`src/rtl/mem_bank_param_pkg.sv`:
```
// ============================================================================
// mem_bank_param_pkg : shared state encodings, default geometry and CPU opcodes
// Revision 1.0 : initial release
// ============================================================================
`default_nettype none

package mem_bank_param_pkg;

    typedef enum logic [0:0] {
        ST_IDLE  = 1'b0,
        ST_CLEAR = 1'b1
    } state_t;

    localparam int c_DEFAULT_DATA_W = 16;
    localparam int c_DEFAULT_DEPTH  = 16;

    // Opcode values shared with the control unit
    localparam logic [3:0] c_OP_NOP           = 4'h0;
    localparam logic [3:0] c_OP_ADD           = 4'h1;
    localparam logic [3:0] c_OP_SUB           = 4'h2;
    localparam logic [3:0] c_OP_MUL           = 4'h3;
    localparam logic [3:0] c_OP_DISPLAY_STORE = 4'h4;
    localparam logic [3:0] c_OP_CLEAR         = 4'h5;

endpackage

`default_nettype wire

```
`src/rtl/mem_clear_seq.sv`:
```
// ============================================================================
// mem_clear_seq : bulk-clear sequencer, one address per cycle, busy/done status
// Revision 1.0 : initial release
// ============================================================================
`default_nettype none

module mem_clear_seq
    import mem_bank_param_pkg::*;
#(
    parameter int  DEPTH          = c_DEFAULT_DEPTH,
    parameter bit  CLEAR_ON_RESET = 1'b1,
    localparam int ADDR_W         = $clog2(DEPTH)
) (
    input  logic              clk,
    input  logic              rst,
    input  logic              start,
    output logic [ADDR_W-1:0] ptr,
    output logic              active,
    output logic              done
);

    localparam logic [ADDR_W-1:0] c_LAST = ADDR_W'(DEPTH - 1);

    state_t            r_state;
    logic [ADDR_W-1:0] r_ptr;
    logic              r_done;

    // Terminal count is an explicit compare, never a wrap of the pointer
    always_ff @(posedge clk or posedge rst) begin
        if (rst) begin
            r_state <= CLEAR_ON_RESET ? ST_CLEAR : ST_IDLE;
            r_ptr   <= '0;
            r_done  <= 1'b0;
        end else begin
            r_done <= 1'b0;
            if (r_state == ST_IDLE) begin
                if (start) begin
                    r_state <= ST_CLEAR;
                    r_ptr   <= '0;
                end
            end else begin
                if (r_ptr == c_LAST) begin
                    r_state <= ST_IDLE;
                    r_ptr   <= '0;
                    r_done  <= 1'b1;
                end else begin
                    r_ptr <= r_ptr + 1'b1;
                end
            end
        end
    end

    assign ptr    = r_ptr;
    assign active = (r_state == ST_CLEAR);
    assign done   = r_done;

endmodule

`default_nettype wire

```
`src/rtl/mem_bank_param.sv`:
```
// ============================================================================
// mem_bank_param : 1W/2R data memory with registered reads, write-first bypass
//                  and a sequenced bulk clear
// Revision 1.0 : initial release
// ============================================================================
`default_nettype none

module mem_bank_param
    import mem_bank_param_pkg::*;
#(
    parameter int  DATA_W         = c_DEFAULT_DATA_W,
    parameter int  DEPTH          = c_DEFAULT_DEPTH,
    parameter bit  CLEAR_ON_RESET = 1'b1,
    localparam int ADDR_W         = $clog2(DEPTH)
) (
    input  logic              clk,
    input  logic              rst,
    input  logic              wr_req,
    input  logic [ADDR_W-1:0] wr_addr,
    input  logic [DATA_W-1:0] wr_data,
    input  logic              clr_req,
    input  logic              rd_en,
    input  logic [ADDR_W-1:0] rd_addr_a,
    input  logic [ADDR_W-1:0] rd_addr_b,
    output logic [DATA_W-1:0] rd_data_a,
    output logic [DATA_W-1:0] rd_data_b,
    output logic              rd_valid,
    output logic              wr_done,
    output logic              busy,
    output logic              clr_done
);

    logic [DATA_W-1:0] r_mem [DEPTH];
    logic [DATA_W-1:0] r_rd_data_a;
    logic [DATA_W-1:0] r_rd_data_b;
    logic              r_rd_valid;
    logic              r_wr_done;

    logic [ADDR_W-1:0] w_clr_ptr;
    logic              w_busy;
    logic              w_clr_done;
    logic              w_clr_start;
    logic              w_wr_accept;
    logic [DATA_W-1:0] w_rd_a;
    logic [DATA_W-1:0] w_rd_b;

    // A clear request in the same cycle as a write wins and drops the write
    assign w_clr_start = clr_req && !w_busy;
    assign w_wr_accept = wr_req && !w_busy && !clr_req;

    mem_clear_seq #(
        .DEPTH          (DEPTH),
        .CLEAR_ON_RESET (CLEAR_ON_RESET)
    ) u_clear_seq (
        .clk    (clk),
        .rst    (rst),
        .start  (w_clr_start),
        .ptr    (w_clr_ptr),
        .active (w_busy),
        .done   (w_clr_done)
    );

    // Storage has no reset; only the sweep zeroes it
    always_ff @(posedge clk) begin
        if (w_busy) begin
            r_mem[w_clr_ptr] <= '0;
        end else if (w_wr_accept) begin
            r_mem[wr_addr] <= wr_data;
        end
    end

    assign w_rd_a = (w_wr_accept && (rd_addr_a == wr_addr)) ? wr_data : r_mem[rd_addr_a];
    assign w_rd_b = (w_wr_accept && (rd_addr_b == wr_addr)) ? wr_data : r_mem[rd_addr_b];

    always_ff @(posedge clk or posedge rst) begin
        if (rst) begin
            r_rd_data_a <= '0;
            r_rd_data_b <= '0;
            r_rd_valid  <= 1'b0;
            r_wr_done   <= 1'b0;
        end else begin
            r_rd_valid <= rd_en;
            r_wr_done  <= w_wr_accept;
            if (rd_en) begin
                r_rd_data_a <= w_busy ? '0 : w_rd_a;
                r_rd_data_b <= w_busy ? '0 : w_rd_b;
            end
        end
    end

    assign rd_data_a = r_rd_data_a;
    assign rd_data_b = r_rd_data_b;
    assign rd_valid  = r_rd_valid;
    assign wr_done   = r_wr_done;
    assign busy      = w_busy;
    assign clr_done  = w_clr_done;

endmodule

`default_nettype wire

```
`config.mk`:
```
export PLATFORM = sky130hd
export DESIGN_NAME = mem_bank_param
export DESIGN_NICKNAME = d
export VERILOG_FILES = /design/src/rtl/mem_bank_param_pkg.sv /design/src/rtl/mem_clear_seq.sv /design/src/rtl/mem_bank_param.sv
export SDC_FILE = /design/constraint.sdc
export NUM_CORES = 1
export LEC_CHECK = 0
export CORE_MARGIN = 4
export CORE_UTILIZATION = 45
export CTS_CLUSTER_DIAMETER = 60
export DETAILED_ROUTE_END_ITERATION = 7
export GPL_ROUTABILITY_DRIVEN = 0
export SLEW_MARGIN = 20
export SYNTH_ARGS = -nofsm -noshare
export SYNTH_HDL_FRONTEND = slang
export SYNTH_HIERARCHICAL = 1
export SYNTH_SLANG_ARGS = --single-unit
```
`constraint.sdc`:
```
create_clock -name clk -period 4.4 [get_ports clk]
set_clock_uncertainty 0.15 [all_clocks]
set_input_delay 0.88 -clock clk [delete_from_list [all_inputs] [get_ports clk]]
set_output_delay 0.88 -clock clk [all_outputs]
set_load 0.02 [all_outputs]
```
* Word-level counts from Yosys, hierarchy flattened
Memories as Yosys holds them, arrays and structs flattened. Cells that the tools add are included.
Storage, ports and cells: input port bits 33, output and inout port bits 36, register bits 40, memories kept 1, word-level logic and storage cells 41, bits in writable memories 256
Memory list:
- r_mem | depth 16, bits a word 16, rd ports 2, clocked after memory_dff 0, wr ports 1, line mem_bank_param.sv:33 | logic [DATA_W-1:0] r_mem [DEPTH];
Cells by class: eq/ne operators 3, multiplexer cells 20, $add $sub $neg 1, reductions and logical operators 9
Operators with widths (count):
- two-way mux 16 bit | 5
- two-way mux 4 bit | 4
- OR reduction 16 bit | 1
- two-way mux 1 bit | 11
- equality test 4 bit | 2
- logical AND 1 bit | 5
- adder 4 x 1 -> 4 bit, second input constant | 1
- equality test 4 bit, second input constant | 1
- logical NOT 1 bit | 2
- nonzero test 2 bit | 1

* Depth between registers and ports, before layout
depth in word-level cells 8, mapped depth 6, gate-level depth less buffers 4

* Hierarchy
Netlist, hierarchy kept.
By module, submodules not included:
- mem_bank_param | area an instance 13516.7 um2, instances 1, seq. area each 8538.2 um2, cells each 712
- mem_clear_seq | area an instance 291.5 um2, instances 1, seq. area each 151.4 um2, cells each 28

* Worst setup path before layout
OpenSTA, ideal clock, no wires.
path kind input -> register, from input port clr_req, to memory r_mem[13][0] (netlist bit), enable pin, setup slack 1.406 ns, setup time 0.388 ns, data arrival time 2.455 ns, path buffers 1, data required time 3.862 ns, stages 5, path through nor3b_1 > clkbuf_1 > nand3_1 > o21a_1 > nor2_1
On the way: word-level cells in the longest chain between the ends 7, elaborated cells on any way between the ends 8, those cells by class mux (5); reduce/logical (3)
Ends and longest elaborated chain:
- from (decl) | line mem_bank_param.sv:21 | input logic clr_req,
- logical NOT 1 bit (*) | line mem_bank_param.sv:49 | assign w_wr_accept = wr_req && !w_busy && !clr_req;
- logical AND 1 bit (*) | line mem_bank_param.sv:49
- two-way mux 1 bit (*) | line mem_bank_param.sv:67 | end else if (w_wr_accept) begin
- two-way mux 1 bit (*) | line mem_bank_param.sv:65 | if (w_busy) begin
- two-way mux 1 bit (not written as such) (*) | line mem_bank_param.sv:68 | r_mem[wr_addr] <= wr_data;
- OR reduction 16 bit (no source line)
- two-way mux 4 bit (no source line) / two-way mux 1 bit (equally long branches)
- to (decl) | line mem_bank_param.sv:33
Every way passes the cells marked *; elsewhere a longest branch is shown, timed or not.

* Worst setup path after layout
from input port wr_req, to memory r_mem[2][1] (netlist bit), enable pin
On the way: word-level cells in the longest chain between the ends 7, elaborated cells on any way between the ends 8, those cells by class mux (5); reduce/logical (3)
Ends and longest elaborated chain:
- from (decl) | line mem_bank_param.sv:18 | input logic wr_req,
- logical AND 1 bit (*) (2 in series) | line mem_bank_param.sv:49
- two-way mux 1 bit (*) | line mem_bank_param.sv:67
- two-way mux 1 bit (*) | line mem_bank_param.sv:65
- two-way mux 1 bit (not written as such) (*) | line mem_bank_param.sv:68
- OR reduction 16 bit (no source line)
- two-way mux 4 bit (no source line) / two-way mux 1 bit (equally long branches)
Marked as above.

==> flow_summary.json <==
{
  "worst_ep_arrival_time_ns": 3.41,
  "clock_path_buffers": 3,
  "die_w_um": 183.2,
  "critPathSlowestCell": "nor2_2",
  "wl_per_cell_um": 30.80,
  "drt_wl_total_um": 37800,
  "cts_tree": "built",
  "io_pins": 69,
  "synth.distinct_cells": 39,
  "drt-initial-drc-count": 953,
  "grt_pass1_vias": 8249,
  "max_slew.worst_pin.slew_ns": 1.092,
  "coreArea_um2": 29950,
  "syn_nets": 774,
  "post_cts_resize_count": 0,
  "first_pass_iters": 7,
  "powerDensity_nw_per_um2": 494.5,
  "synthCells": 740,
  "path_clk_slew_ns": 0.06,
  "ys.flop_type": "edfxtp_1",
  "viasPerCell": 6.636,
  "grt_max_degree": 35,
  "setup-tns-final_ns": 0,
  "ys_ff_latch": 296,
  "worstSetupPathType": "input port to flip-flop",
  "rows": 63,
  "power_leakage_nw": 5.457,
  "async_flop_share": 0.1351,
  "ir_worst_vdd_v": 0.0003336,
  "start_util": 0.4610,
  "crit_fanout": 31,
  "drcViolationCount": 0,
  "synth-edff-count": 256,
  "grt_pass1_wl_um": 55860,
  "max_freq_mhz": 304.8,
  "setup_ws_ns": 1.119,
  "post-dp-hpwl_um": 25170,
  "critPathCaptureType": "flip-flop",
  "holdCritPathClass": "input port to async pin",
  "insertion_delay_ns": 0.57,
  "yosysWarnings": 6,
  "synth.avg_cell_area_um2": 18.66,
  "port_buffers": 68,
  "finalMaxSlewViolations": 0,
  "setup_viol": 0,
  "cap_violations": 0,
  "dieArea_um2": 33550,
  "cts.sinks": 296,
  "dp_slack_ns": 0.5630,
  "drive_gt1_frac": 0.2246,
  "cp_common_cell": "buf_4",
  "hold_buffers": 0,
  "utilization": 0.5282,
  "insertedDiodeCount": 0,
  "worstPathCellList": "clkdlybuf4s50_1, nor3b_2, buf_4, nor3b_1, a31oi_1, nor2_2, buf_4",
  "critPathLaunchType": "input port",
  "areaGrowthSynthToFinish_pct": 14.57,
  "rsz0062_at_grt": "false",
  "finalCritPeriodShare": 0.7456,
  "max_stage_delay_ns": 0.93,
  "slew_headroom": 0.2710,
  "ant_nets": 0,
  "nets": 849,
  "status": "finished clean",
  "period_minus_slack_ns": 3.281,
  "worstPathRequired_ns": 4.53,
  "h-tree-depth": 1,
  "cts_setup_buffers": 0,
  "grt_overflow": 0,
  "grt.total_usage": 0.2248,
  "die_y_um": 183.2,
  "yosysSeqAreaShare": 0.6293,
  "hold_viol": 0,
  "syn_area_um2": 13810,
  "cts_root_buf": "clkbuf_16",
  "fillers": 2374,
  "antenna_found_initial": 0,
  "numCtsBuffers": 31,
  "num_vias": 8142
}
Yosys cell counts, types with 3 or more instances:
| cell | count | area share |
|---|---|---|
| edfxtp_1 | 256 | 0.56 |
| mux4_2 | 88 | 0.14 |
| a22oi_1 | 64 | 0.035 |
| mux4_1 | 40 | 0.076 |
| dfrtp_1 | 39 | 0.071 |
| nor2b_1 | 39 | 0.018 |
| nand2_1 | 38 | 0.010 |
| a221o_1 | 32 | 0.023 |
| clkbuf_1 | 22 | 0.0060 |
| nor2_1 | 21 | 0.0057 |
| and2_1 | 18 | 0.0082 |
| buf_1 | 9 | 0.0024 |
| inv_1 | 8 | 0.0022 |
| xor2_1 | 8 | 0.0051 |
| buf_2 | 7 | 0.0025 |
| buf_12 | 6 | 0.0087 |
| a31oi_1 | 5 | 0.0023 |
| buf_6 | 5 | 0.0041 |
| buf_4 | 4 | 0.0022 |
| a21oi_1 | 3 | 0.0011 |
| nor3b_1 | 3 | 0.0016 |
| o21ai_1 | 3 | 0.0011 |
through the flow:
| step | hold WS (ns) | total power [mW] | cells | area, µm² |
|---|---|---|---|---|
| final | 0.4707 | 7.823 | 1227 | 15820 |
| after global routing | 0.4930 | 8.122 | 1227 | 15820 |
| after CTS | 0.4490 | 7.852 | 1227 | 15820 |
| after detailed placement | 0.4410 | 5.477 | 1172 | 14910 |
| after global placement | 0.4267 | 5.393 | 1172 | 14880 |
| after floorplan | 0.3679 | 4.737 | 740 | 13810 |
final timing paths:
| check | start | endpoint | slack, ns | depth (start not counted) |
|---|---|---|---|---|
| setup reg to reg | u_clear_seq/active | r_mem[2][1] | 1.24 | 6 |
| setup / recovery | wr_req | r_mem[2][1] | 1.12 | 7 |
| min in group clk | rd_data_b[4] | rd_data_b[4] | 0.47 | 2 |
| max in group asynchronous | rst | rd_data_a[12] | 2.94 | 3 |
| hold / removal | rst | u_clear_seq/ptr[2] | 0.47 | 2 |
| hold reg to reg | rd_data_b[4] | rd_data_b[4] | 0.47 | 2 |
logic make-up (layout without fill, tap and decap cells):
kind of cell               Yosys count  count (layout)  share of synthesized area
and+or+nand+nor                    131             131                    0.04993
buffers and inverters               63             160                    0.02881
xor gates and xnor gates             8               8                   0.005075
DFF                                296             296                     0.6293
AOI/OAI and AO/OA                  113             113                    0.06633
muxes                              128             128                     0.2196
adders and majority gates            1               1                  0.0009060
registers in the layout, indices dropped and copies added, names as in the netlist:
register and cells:
r_mem 256, wr_done 1, u_clear_seq/active 1, rd_data_b 16, rd_data_a 16, u_clear_seq/done 1, u_clear_seq/ptr 4, rd_valid 1
layer usage:
layer | up-vias | GRT usage | wire, µm
met2 | 461 | 0.3534 | 17590
met4 | 0 | 0.05244 | 863
met5 | - | 0 | 0
met3 | 66 | 0.04760 | 3592
li1 | 3303 | - | -
met1 | 4312 | 0.3280 | 15750
final cells by class:
type,count,area [µm²],area share
sequential,296,8690,0.5493
timing repair buffer,97,908.4,0.05742
clock buffer,37,798.3,0.05046
clock inverter,18,115.1,0.007276
tap,390,488.0,0.03084
inverter,8,30.03,0.001898
multi-input combinational,381,4791,0.3028
where the power goes:
part | leakage, nW | internal (mW) | switching, mW
sequential | 2.93 | 3.58 | 0.246
combinational | 2.08 | 0.669 | 0.941
clock | 0.446 | 1.34 | 1.05
cell usage in the layout, fill, tap and decap left out, types with 3 or more instances in the layout:
master           netlist  layout
edfxtp_1             256     256
mux4_2                88      88
a22oi_1               64      64
clkdlybuf4s50_1        0      64
mux4_1                40      40
nor2b_1               39      39
dfrtp_1               39      39
nand2_1               38      38
a221o_1               32      32
clkbuf_16              0      31
buf_4                  4      29
and2_1                18      18
nor2_2                 1      12
xor2_1                 8       8
inv_1                  8       7
clkinv_1               0       7
clkinv_2               0       7
nor2_4                 1       6
clkbuf_1              22       6
nor2_1                21       5
a31oi_1                5       5
a21oi_1                3       3
o21ai_1                3       3
worst max-delay path: cells and delay by family:
family / cells / cell delay (ns)
AND/OR/NAND/NOR: 3 / 1.36
AO/OA/AOI/OAI: 1 / 0.19
buffers and inverters: 3 / 0.97
(Power assumes the default switching activity.)
